[src/rtl/riscv_pkg.sv]
// Shared fetch-path types and constants.
package riscv_pkg;

  localparam int unsigned ADDR_W_DEFAULT = 8;
  localparam int unsigned INSTR_W        = 32;
  // Queue entries carry a full-width pc so one struct serves every ADDR_W up to 32.
  localparam int unsigned PC_W           = 32;
  localparam logic [INSTR_W-1:0] NOP     = 32'h0000_0013;

  typedef enum logic [0:0] {
    StFetch,
    StHalt
  } fetch_state_t;

  typedef struct packed {
    logic [INSTR_W-1:0] instr;
    logic [PC_W-1:0]    pc;
  } fetch_entry_t;

endpackage

[src/rtl/fetch_unit_if.sv]
// Instruction-memory, decode handshake and redirect signals of the fetch unit.
interface fetch_unit_if
  import riscv_pkg::*;
#(
  parameter int unsigned ADDR_W = ADDR_W_DEFAULT
) ();

  logic [ADDR_W-1:0]  imem_addr;
  logic [INSTR_W-1:0] imem_data;
  logic               out_valid;
  logic               out_ready;
  logic [INSTR_W-1:0] out_instr;
  logic [ADDR_W-1:0]  out_pc;
  logic               redirect_valid;
  logic [ADDR_W-1:0]  redirect_pc;
  logic               halted;

  // Fetch unit side.
  modport master (
    output imem_addr,
    input  imem_data,
    output out_valid,
    input  out_ready,
    output out_instr,
    output out_pc,
    input  redirect_valid,
    input  redirect_pc,
    output halted
  );

  // Memory / decode / branch-unit side.
  modport slave (
    input  imem_addr,
    output imem_data,
    input  out_valid,
    output out_ready,
    input  out_instr,
    input  out_pc,
    output redirect_valid,
    output redirect_pc,
    input  halted
  );

endinterface

[src/rtl/fetch_queue.sv]
// DEPTH-entry FIFO of fetched instructions with synchronous flush.
module fetch_queue
  import riscv_pkg::*;
#(
  parameter int unsigned DEPTH = 2,
  localparam int unsigned PtrW = $clog2(DEPTH),
  localparam int unsigned CntW = PtrW + 1
) (
  input  logic            clk,
  input  logic            rst_n,
  input  logic            flush_i,
  input  logic            push_i,
  input  fetch_entry_t    push_data_i,
  input  logic            pop_i,
  output fetch_entry_t    head_o,
  output logic [CntW-1:0] count_o
);

  fetch_entry_t    mem_q [DEPTH];
  fetch_entry_t    mem_d [DEPTH];
  logic [PtrW-1:0] wr_q, wr_d, rd_q, rd_d;
  logic [CntW-1:0] cnt_q, cnt_d;

  // Next-state: flush wins over push/pop; pointers wrap naturally (DEPTH is a power of two).
  always_comb begin
    mem_d = mem_q;
    wr_d  = wr_q;
    rd_d  = rd_q;
    cnt_d = cnt_q;
    if (flush_i) begin
      wr_d  = '0;
      rd_d  = '0;
      cnt_d = '0;
    end else begin
      if (push_i) begin
        mem_d[wr_q] = push_data_i;
        wr_d        = wr_q + PtrW'(1);
      end
      if (pop_i) begin
        rd_d = rd_q + PtrW'(1);
      end
      cnt_d = cnt_q + CntW'(push_i) - CntW'(pop_i);
    end
  end

  // State register; storage is cleared on reset so the head reads as zero.
  always_ff @(posedge clk) begin
    if (!rst_n) begin
      for (int i = 0; i < int'(DEPTH); i++) mem_q[i] <= '0;
      wr_q  <= '0;
      rd_q  <= '0;
      cnt_q <= '0;
    end else begin
      mem_q <= mem_d;
      wr_q  <= wr_d;
      rd_q  <= rd_d;
      cnt_q <= cnt_d;
    end
  end

  assign head_o  = mem_q[rd_q];
  assign count_o = cnt_q;

endmodule

[src/rtl/fetch_unit.sv]
// Instruction fetch unit: sequential PC, 1-cycle synchronous imem, decoupling queue, redirect.
// Optional feature macro: FETCH_HALT_STOP_EN (an all-zero response word stops fetching).
module fetch_unit
  import riscv_pkg::*;
#(
  parameter int unsigned ADDR_W   = ADDR_W_DEFAULT,
  parameter int unsigned DEPTH    = 2,
  parameter int unsigned RESET_PC = 0
) (
  input logic          clk,
  input logic          rst_n,
  fetch_unit_if.master bus
);

  localparam int unsigned CntW = $clog2(DEPTH) + 1;

  fetch_state_t      state_q, state_d;
  logic [ADDR_W-1:0] pc_q, pc_d;
  logic [ADDR_W-1:0] inflight_pc_q, inflight_pc_d;
  logic              inflight_q, inflight_d;
  logic [CntW-1:0]   count;
  logic [CntW:0]     occ;
  logic              pop, push, issue, halt_hit;
  fetch_entry_t      push_data, head;
  logic              unused_head_pc;

`ifdef FETCH_HALT_STOP_EN
  assign halt_hit   = inflight_q & (bus.imem_data == '0);
  assign bus.halted = (state_q == StHalt);
`else
  assign halt_hit   = 1'b0;
  assign bus.halted = 1'b0;
`endif

  assign pop = bus.out_valid & bus.out_ready;

  // Queue control: redirect discards the response; occupancy counts the slot an in-flight
  // response will need so a full queue never loses a word.
  always_comb begin
    push_data       = '0;
    push_data.instr = bus.imem_data;
    push_data.pc    = PC_W'(inflight_pc_q);
    push            = inflight_q & ~bus.redirect_valid & ~halt_hit;
    occ             = {1'b0, count} + (CntW + 1)'(inflight_q) - (CntW + 1)'(pop);
    issue           = (state_q == StFetch) & (occ < (CntW + 1)'(DEPTH))
                      & ~bus.redirect_valid & ~halt_hit;
  end

  // Next-state for PC, in-flight tracking and the FETCH/HALT FSM.
  always_comb begin
    state_d       = state_q;
    pc_d          = pc_q;
    inflight_d    = issue;
    inflight_pc_d = inflight_pc_q;
    if (issue) begin
      pc_d          = pc_q + ADDR_W'(4);
      inflight_pc_d = pc_q;
    end
    if (bus.redirect_valid) begin
      pc_d    = {bus.redirect_pc[ADDR_W-1:2], 2'b00};
      state_d = StFetch;
    end else if (halt_hit) begin
      state_d = StHalt;
    end
  end

  // State register.
  always_ff @(posedge clk) begin
    if (!rst_n) begin
      state_q       <= StFetch;
      pc_q          <= ADDR_W'(RESET_PC);
      inflight_q    <= 1'b0;
      inflight_pc_q <= '0;
    end else begin
      state_q       <= state_d;
      pc_q          <= pc_d;
      inflight_q    <= inflight_d;
      inflight_pc_q <= inflight_pc_d;
    end
  end

  fetch_queue #(
    .DEPTH (DEPTH)
  ) u_queue (
    .clk         (clk),
    .rst_n       (rst_n),
    .flush_i     (bus.redirect_valid),
    .push_i      (push),
    .push_data_i (push_data),
    .pop_i       (pop),
    .head_o      (head),
    .count_o     (count)
  );

  assign bus.imem_addr = pc_q;
  assign bus.out_valid = (count != '0);
  assign bus.out_instr = head.instr;
  assign bus.out_pc    = head.pc[ADDR_W-1:0];
  assign unused_head_pc = ^head.pc;

endmodule

[src/flat_wrapper.sv]
// flat-port wrapper written by rule: the top's interface ports become plain ports
module fetch_unit_flat import riscv_pkg::*;
#(
  parameter int unsigned ADDR_W   = ADDR_W_DEFAULT,
  parameter int unsigned DEPTH    = 2,
  parameter int unsigned RESET_PC = 0
)
  (clk, rst_n, bus_imem_addr, bus_imem_data, bus_out_valid, bus_out_ready, bus_out_instr, bus_out_pc, bus_redirect_valid, bus_redirect_pc, bus_halted);
  fetch_unit_if #(.ADDR_W(ADDR_W)) bus_i ();
  input logic clk;
  input logic rst_n;
  output wire logic [$bits(bus_i.imem_addr)-1:0] bus_imem_addr;
  input wire logic [$bits(bus_i.imem_data)-1:0] bus_imem_data;
  output wire logic [$bits(bus_i.out_valid)-1:0] bus_out_valid;
  input wire logic [$bits(bus_i.out_ready)-1:0] bus_out_ready;
  output wire logic [$bits(bus_i.out_instr)-1:0] bus_out_instr;
  output wire logic [$bits(bus_i.out_pc)-1:0] bus_out_pc;
  input wire logic [$bits(bus_i.redirect_valid)-1:0] bus_redirect_valid;
  input wire logic [$bits(bus_i.redirect_pc)-1:0] bus_redirect_pc;
  output wire logic [$bits(bus_i.halted)-1:0] bus_halted;
  assign bus_imem_addr = bus_i.imem_addr;
  assign bus_i.imem_data = bus_imem_data;
  assign bus_out_valid = bus_i.out_valid;
  assign bus_i.out_ready = bus_out_ready;
  assign bus_out_instr = bus_i.out_instr;
  assign bus_out_pc = bus_i.out_pc;
  assign bus_i.redirect_valid = bus_redirect_valid;
  assign bus_i.redirect_pc = bus_redirect_pc;
  assign bus_halted = bus_i.halted;
  fetch_unit #(.ADDR_W(ADDR_W), .DEPTH(DEPTH), .RESET_PC(RESET_PC)) u_core (.clk(clk), .rst_n(rst_n), .bus(bus_i));
endmodule
[config.mk]
export PLATFORM = sky130hd
export DESIGN_NAME = fetch_unit_flat
export DESIGN_NICKNAME = d
export VERILOG_FILES = /design/src/rtl/riscv_pkg.sv /design/src/rtl/fetch_unit_if.sv /design/src/rtl/fetch_queue.sv /design/src/rtl/fetch_unit.sv /design/src/flat_wrapper.sv
export SDC_FILE = /design/constraint.sdc
export NUM_CORES = 1
export LEC_CHECK = 0
export CORE_ASPECT_RATIO = 0.5
export CORE_MARGIN = 10
export CORE_UTILIZATION = 52
export DETAILED_ROUTE_END_ITERATION = 6
export GPL_ROUTABILITY_DRIVEN = 0
export PLACE_DENSITY = 0.84
export SLEW_MARGIN = 20
export SYNTH_ARGS = -nofsm -noshare
export SYNTH_HDL_FRONTEND = slang
export SYNTH_SLANG_ARGS = --single-unit
[constraint.sdc]
create_clock -name clk -period 4 [get_ports clk]
set_input_delay 0.4 -clock clk [delete_from_list [all_inputs] [get_ports clk]]
set_output_delay 0.4 -clock clk [all_outputs]
set_load 0.02 [all_outputs]
# Word-level counts from Yosys, hierarchy flattened
# Cells that the tools add are included.
[word_totals]
input_bits = 44
wordCells = 42
output_inout_bits = 50
reg_bits = 149
[classes]
muxes = 8
n_bitwise = 7
addsub = 7
n_lt_le_gt_ge = 4
reduce_logical = 5
[ops]
columns = ["operator", "n"]
rows = [
  ["$mux W64", 4],
  ["$bwmux W128", 1],
  ["$demux W64 S1", 1],
  ["$mux W8", 2],
  ["$add A8 B3 Y8 const B", 1],
  ["$ge A2 B2 Y1 const B", 2],
  ["$not A1 Y2", 2],
  ["$reduce_bool A2 Y1", 2],
  ["$add A2 B1 Y3", 1],
  ["$and A1 B1 Y1", 3],
  ["$lt A3 B2 Y1 const B", 1],
  ["$sub A3 B1 Y3", 1],
  ["$add A1 B1 Y1 const B", 2],
  ["$add A2 B1 Y2", 1],
  ["$lt A2 B1 Y1 const B", 1],
  ["$not A1 Y1", 2],
  ["$reduce_and A2 Y1", 1],
  ["$reduce_or A2 Y1", 1],
  ["$sub A2 B1 Y2", 1],
  ["$logic_and A1 B1 Y1", 1],
]

# Depth between registers and ports, before layout
# Gate-level depths: netlist (run 1).
[depth]
ltp_word = 7
mapped_depth = 9

# Modules after synthesis
# From an unflattened synthesis (run 1), not the netlist that was laid out.
[hier_totals]
cells_unflattened = 654
hier_area_um2 = 6538.8
[by_module_without_submodules]
columns = ["mod", "area_each_um2", "instances", "cells_each"]
rows = [
  ["fetch_queue", 5840.6, 1, 573],
  ["fetch_unit", 698.2, 1, 81],
]

# Worst setup path after synthesis (run 1)
# No wires, ideal clock.
[synth_path]
path_type = "flip-flop to flip-flop"
start = "register u_core.u_queue.cnt_q[1], in the netlist u_core.u_queue.count_o[1]"
end = "register u_core.inflight_pc_q[5]"
setup_time_ns = 0.074
stages_incl_launch_ff = 10
arrival_time_ns = 2.171
period_less_slack_ns = 2.245
n_path_buf = 1
setup_slack_ns = 1.755
path_cell_list = "dfxtp_1 > or2_2 > nand2_1 > nor2_1 > fa_1 > inv_1 > nor3_1 > buf_2 > nand3_1 > o21ai_0"
[synth_via]
elab_chain_cells = 5
word_cells_on_any_way = 6
classes_between = "2 x add/sub; 1 x order compare; 2 x bitwise; 1 x reduce/logical"
[synth_rtl]
columns = ["element", "line", "source"]
rows = [
  ["start: declaration", "fetch_queue.sv:22", "logic [CntW-1:0] cnt_q, cnt_d;"],
  ["start signal: assignment", "fetch_queue.sv:57", "cnt_q <= cnt_d;"],
  ["$reduce_bool A2 Y1", "fetch_unit.sv:96", "assign bus.out_valid = (count != '0);"],
  ["net bus_out_valid", "flat_wrapper.sv:14", "output wire logic [$bits(bus_i.out_valid)-1:0] bus_out_valid;"],
  ["$and A1 B1 Y1", "fetch_unit.sv:35", "assign pop = bus.out_valid & bus.out_ready;"],
  ["$sub A3 B1 Y3", "fetch_unit.sv:44", "occ = {1'b0, count} + (CntW + 1)'(inflight_q) - (CntW + 1)'(pop);"],
  ["$lt A3 B2 Y1", "fetch_unit.sv:45", "issue = (state_q == StFetch) & (occ < (CntW + 1)'(DEPTH))"],
  ["$and A1 B1 Y1", "fetch_unit.sv:46", "& ~bus.redirect_valid & ~halt_hit;"],
  ["end signal: assignment", "fetch_unit.sv:78", "inflight_pc_q <= inflight_pc_d;"],
  ["end: declaration", "fetch_unit.sv:19", "logic [ADDR_W-1:0] inflight_pc_q, inflight_pc_d;"],
]
# The timed path passes the listed nets, and every way through them passes these cells.
# A chain may end at the register's enable or synchronous reset.

# Worst setup path in the final report (run 1)
[layout_path]
start = "register u_core.u_queue.rd_q"
end = "output port bus_out_pc[7]"
[layout_via]
elab_chain_cells = 4
[layout_rtl]
columns = ["element", "line", "source"]
rows = [
  ["start: declaration", "fetch_queue.sv:21", "logic [PtrW-1:0] wr_q, wr_d, rd_q, rd_d;"],
  ["start signal: assignment", "fetch_queue.sv:56", "rd_q <= rd_d;"],
  ["$not A1 Y2 (not written as such)", "fetch_queue.sv:61", "assign head_o = mem_q[rd_q];"],
  ["$mux W64 (not written as such) (3 in series)", "fetch_queue.sv:61", ""],
  ["end: declaration", "flat_wrapper.sv:17", "output wire logic [$bits(bus_i.out_pc)-1:0] bus_out_pc;"],
]
# Every way passes these cells. The select of a mux whose other input is x is not followed.

==> results of run 1 <==
[state kept, by name, summed over array words and instances, names as in the netlist]
name                    flops
u_core.inflight_pc_q        6
u_core.u_queue.rd_q         1
u_core.u_queue.count_o      2
u_core.inflight_q           1
u_core.bus.imem_addr        6
u_core.u_queue.wr_q         1
u_core.u_queue.mem_q       76
[placed cells by master (no fill, tap or decap), drive strengths merged]
cell type        n
ha               2
xor2             5
and2b            1
clkinv           1
buf              7
a21oi            5
mux2i            1
nor4             1
nand3            9
or2              1
and3             1
and2             1
bufinv           3
xnor2            7
conb             5
nand4            1
mux2            38
nor2b            1
fa               1
o21ai           11
dfxtp           93
inv              1
clkbuf          13
o211a            1
nand2b           3
nor3             2
a21boi          76
clkdlybuf4s50   85
nor4bb           1
nor2             6
nand2          164
[routing by layer]
metal | vias to the layer above | track usage (%) | routed length [µm]
met3 | 5 | 4.98 | 381
li1 | 1678 | - | -
met1 | 1533 | 17.7 | 4360
met4 | 0 | 4.35 | 56
met5 | - | 0 | 0
met2 | 59 | 26.6 | 4710
[critical path: stages, from the launching register on]
cell             delay, ns
dfxtp_2               1.02
mux2_2                0.43
clkdlybuf4s50_1       0.54
[report_power, final]
group	internal, W	switching (W)
Clock	0.000662	0.000338
Sequential	0.000950	0.0000195
Combinational	0.000109	0.0000996
Total	0.00172	0.000457
[per-stage QoR]
| step | instance area, µm² | hold WS [ns] | instances | total power (W) | utilization (%) |
|---|---|---|---|---|---|
| 2_1_floorplan | 4120 | 0.432 | 475 | 0.00110 | - |
| 3_3_place_gp | 4950 | 0.438 | 639 | 0.00120 | 66.1 |
| 3_5_place_dp | 4950 | 0.444 | 639 | 0.00120 | 66.1 |
| 4_1_cts | 5310 | 0.453 | 655 | 0.00220 | 70.9 |
| 5_1_grt | 5310 | 0.465 | 655 | 0.00225 | 70.9 |
| 6_report | 5310 | 0.451 | 655 | 0.00218 | 70.9 |
[area by class of cell]
cell class / instances / area [µm²] / area share (%)
Tap cell: 108 / 135 / 2.55
Inverter: 2 / 7.51 / 0.141
Timing Repair Buffer: 92 / 901 / 17.0
Multi-Input combinational cell: 344 / 2040 / 38.5
Clock inverter: 3 / 90.1 / 1.70
Sequential cell: 93 / 1860 / 35.1
Clock buffer: 13 / 270 / 5.09
[kinds of logic (layout without fill, tap and decap cells)]
logic type	after synthesis	count (layout)	share of synthesized area [%]
compound gates	93	93	16.1
xor+xnor	12	12	2.56
fa+ha+maj	3	3	1.10
buf+inv	38	110	5.21
flops	93	93	45.4
mux	39	39	10.7
other cells	1	5	0.0914
simple gates	192	192	18.9
[how the worst max path moves through the flow]
stage / start / endpoint / slack (ns) / cells past startpoint
after floorplan: u_core.u_queue.count_o[1] / u_core.inflight_pc_q[5] / 1.76 / 9
after global placement: bus_out_ready / u_core.bus.imem_addr[7] / 1.49 / 8
after detailed placement: bus_redirect_valid / u_core.u_queue.mem_q[37] / 1.46 / 6
after CTS: u_core.u_queue.rd_q / bus_out_instr[22] / 1.24 / 2
after global routing: u_core.u_queue.rd_q / bus_out_pc[5] / 1.17 / 2
final: u_core.u_queue.rd_q / bus_out_pc[7] / 1.26 / 2
==> reports/metrics.cfg, run 1 <==
[placed_design]
dp_slack_ns = 1.46
portBuffers = 86
place_hpwl_um = 6420

[logic_synthesis]
yosys.area.top_type_share_pct = 45.4
synth_area_leader_cell = dfxtp_1
syn_avg_cell_area_um2 = 8.71
ys_async_sr_fraction_pct = 0
yosys-top-cells-area = dfxtp_1, nand2_1, mux2_2
syn-cell-area_um2 = 4100
synth_top_flop_cell = dfxtp_1
netlist_instances = 471
yosysSeqAreaShare_pct = 45.4
yosysMostFrequentCell = nand2_1
synth_cell_types = 32
synth_common_cells = nand2_1, dfxtp_1, a21boi_1
yosys_warnings = 0
synth_edf_count = 0
synth_seq_cells = 93

[die]
die-height_um = 82.8
die-area_um2 = 12100
initial_core_util_pct = 54.8
core-area_um2 = 7490
num_rows = 22
io_pins = 94
dieWidth_um = 146

[run]
cap_violations = 0

[clock_network]
cts_buffers = 9
clock_path_buffers = 2
hold_buffers = 0
tritoncts = done
root_buffer = clkbuf_16
post_cts_resized = 0
cts_num_sinks = 93
clk-insertion-delay-late_ns = 0.33
htree_levels = 3
clk_pin_slew_worst_paths_ns = 0.06
cts_setup_buffers = 0

[worst_hold_path]
min_path_type = reg -> reg
min_to = u_core.u_queue.mem_q[58]
hold_start = u_core.u_queue.mem_q[58]
whs_path_depth = 2

[timing]
fmax_mhz = 365
post-route-min-period_ns = 2.74
timing.setup.tns_ns = 0
slew_headroom_pct = 30.1
finalWorstSetupSlack_ns = 1.26
skew_ns = 0.00706
worst_pin_slew_ns = 1.05
rsz0062_at_grt = no
finalCritPeriodShare_pct = 68.4
setup_viol = 0
finalHoldViolations = 0
slew_violations = 0

[detailed_routing]
drc = 0
post_drt_via_cell_ratio = 5.00
vias = 3275
wl_um = 9510
dr.pass1.iters = 4
wl_per_cell_um = 14.5
drt_iter0_drc = 104
drtAntennaViolNets = 0

[global_route]
grt_pass1_wl_um = 15700
grt_max_degree = 67
grt_pass1_vias = 3251
antenna_found_initial = 0
track_usage_pct = 15.3
grt-ovfl-total = 0

[final_layout]
drive_above_1_share_pct = 11.5
syn_to_final_growth_pct = 29.4
insertedDiodeCount = 0
final.fill_count = 621
nNetsFinal = 589

[outcome]
status = complete, no violations

[pwr]
power_density_nw_per_um2 = 410
vdd_drop_max_uv = 277
p_leak_nw = 1.91

[critical_path]
rrSetupSlack_ns = 1.69
crit_fanout = 39
setup.worst_path.class = reg -> out
rr_startpoint = u_core.u_queue.count_o[1]
worstSetupEndpointType = output pin
timing.rr.end = u_core.bus.imem_addr[7]
reg2reg_depth = 8
start_kind = flop
crit_required_ns = 3.60
worstPathArrival_ns = 2.34

No activity file was read; power rests on OpenSTA's default activity.
==> inputs of run 2 (changes only) <==
Settings changed: CORE_UTILIZATION 52 to 45, PLACE_DENSITY 0.84 to 0.78.
Clock period 4 ns to 2.3 ns, I/O delays scaled along.
==> reports/metrics.cfg, run 2 (synthesis results as in run 1) <==
[outcome]
status = complete, no violations

[pwr]
clock_power_share_pct = 43.6  ; -2.3 points
switching_power_w = 0.000786  ; +72%
p_leak_nw = 1.95  ; +1.9%
seqPwrFrac_pct = 46.3  ; +1.8 points
power_density_nw_per_um2 = 678  ; +65%
power.internal_w = 0.00286  ; +66%
vdd_drop_max_uv = 449  ; +62%
p_comb_share_pct = 10.2  ; +0.6 points
switching_share_pct = 21.6  ; +0.60 points

[die]
num_rows = 24  ; +9.1%
die-height_um = 87.5  ; +5.7%
core-area_um2 = 8800  ; +18%
die-area_um2 = 13600  ; +13%
initial_core_util_pct = 46.6  ; -8.2 points
io_pins = 94  ; unchanged
dieWidth_um = 155  ; +6.5%

[detailed_routing]
vias = 3315  ; +1.2%
wl_um = 9520  ; about the same
dr.pass1.iters = 4  ; unchanged
wl_per_cell_um = 14.2  ; -2.5%
drtAntennaViolNets = 0  ; unchanged
drt_iter0_drc = 107  ; +2.9%
post_drt_via_cell_ratio = 4.93  ; -1.3%
drc = 0  ; unchanged

[critical_path]
crit_family = buffers and inverters
critPathSlowestCell = clkdlybuf4s50_1
crit_required_ns = 2.07  ; -1.53 ns
cp_cell_sequence = buf_4, mux2_2, clkdlybuf4s50_1
start_kind = flop
setup.worst_path.class = reg -> out
worstSetupEndpointType = output pin
cpPeakStageDelay_ns = 0.54  ; -0.48 ns
worstPathArrival_ns = 1.93  ; -0.41 ns
crit_buf_inv = 2  ; +1
crit_fanout = 24  ; -38%

[timing]
skew_ns = 0.00423  ; -0.00283 ns
holdWs_ns = 0.423  ; -0.0282 ns
finalCritPeriodShare_pct = 93.8
post-route-min-period_ns = 2.16
fmax_mhz = 464
setup_viol = 0  ; unchanged
worst_pin_slew_ns = 0.560  ; -0.489 ns
slew_headroom_pct = 62.7  ; +33 points
finalHoldViolations = 0  ; unchanged
rsz0062_at_grt = no
slew_violations = 0  ; unchanged

[final_layout]
layout_commonest_cell = nand2_1
syn_to_final_growth_pct = 30.9
largest_reg_flops = 76  ; unchanged
final_cell_mix = nand2_1, dfxtp_1, clkdlybuf4s50_1, a21boi_1, mux2_2
finalNonFillerCells = 672  ; +2.6%
nNetsFinal = 597  ; +1.4%
top_register = u_core.u_queue.mem_q
drive_above_1_share_pct = 12.8  ; +1.3 points
insertedDiodeCount = 0  ; unchanged

[clock_network]
root_buffer = clkbuf_16
cts_buffers = 9  ; unchanged
cts_num_sinks = 93  ; unchanged
clk_pin_slew_worst_paths_ns = 0.06  ; about the same
clock_path_buffers = 2  ; unchanged
tritoncts = done
post_cts_resized = 0  ; unchanged
htree_levels = 3  ; unchanged
cts_setup_buffers = 0  ; unchanged
clk-insertion-delay-late_ns = 0.33  ; about the same
hold_buffers = 0  ; unchanged

[global_route]
grt_pass1_wl_um = 16300  ; +3.9%
grt-ovfl-total = 0  ; unchanged
antenna_found_initial = 0  ; unchanged
track_usage_pct = 14.5  ; -0.79 points
grt_pass1_vias = 3480  ; +7.0%
grt_max_degree = 63  ; -6.0%

[placed_design]
dp.cells = 656  ; +2.7%
portBuffers = 86  ; unchanged
place_hpwl_um = 6590  ; +2.7%

[run]
cap_violations = 0  ; unchanged

[worst_hold_path]
min_path_type = in -> reg

## run 2: changes by cell type in the layout (fill, tap and decap cells not counted), sizes merged
cell    previous run  this run
bufinv             3         2
buf                7        15
clkinv             1         3
clkbuf            13        12
## run 2: worst reg2reg max path, cell delays in order (launching register included)
cell and delay (ns):
dfxtp_1 0.33, or2_2 0.29, nand2_1 0.09, nor2_1 0.06
fa_1 0.44, xor2_1 0.20, nor4_1 0.37, xnor2_1 0.16
o21ai_0 0.08
## run 2: routing by layer
layer	routed length [µm]	track usage, %	vias up
li1	-	-	1697
met1	4130	15.7	1559
met2	4820	26.7	50
met3	471	5.23	9
met4	97	3.84	0
met5	0	0	-
## run 2: layout make-up
cell class | instances | area, µm²
sequential | 93 | 1860
timing repair buffer | 100 | 986
tap | 117 | 146
multi-input combinational | 344 | 2040
fill | 778 | 3430
clock buffer | 12 | 256
clock inverter | 4 | 70.1
inverter | 2 | 7.51
## run 2: through the flow
| stage | area [µm²] | setup WS [ns] | total power [W] | utilization (%) | TNS, ns |
|---|---|---|---|---|---|
| 3_3_place_gp | 5040 | 0.0195 | 0.00209 | 57.3 | 0 |
| 2_1_floorplan | 4120 | 0.0550 | 0.00192 | - | 0 |
| 6_report | 5370 | 0.143 | 0.00364 | 61.0 | 0 |
| 4_1_cts | 5370 | 0.115 | 0.00368 | 61.0 | 0 |
| 5_1_grt | 5370 | 0.00314 | 0.00379 | 61.0 | 0 |
| 3_5_place_dp | 5040 | -0.0641 | 0.00209 | 57.3 | -0.0641 |
## run 2: power groups by stage
stage          registers, W  clock network, W  logic (W)
6_report            0.00168           0.00159   0.000371
5_1_grt             0.00169           0.00170   0.000407
4_1_cts             0.00168           0.00162   0.000376
3_5_place_dp        0.00172                 0   0.000374
3_3_place_gp        0.00172                 0   0.000370
2_1_floorplan       0.00172                 0   0.000196
## run 2: worst paths after layout
check / to / slack (ns) / startpoint / cells past startpoint
worst min-delay path: u_core.bus.imem_addr[2] / 0.42 / rst_n / 2
worst max-delay path: bus_out_instr[25] / 0.14 / u_core.u_queue.rd_q / 3
worst min register to register: u_core.u_queue.mem_q[106] / 0.45 / u_core.u_queue.mem_q[106] / 2
worst max register to register: u_core.bus.imem_addr[7] / 0.15 / u_core.u_queue.count_o[0] / 8
==> inputs of run 3 (changes only) <==
Settings changed: SLEW_MARGIN 20 to unset.
==> results of run 3 <==
No change in the layout: final DEF, timing and power equal those of run 2.
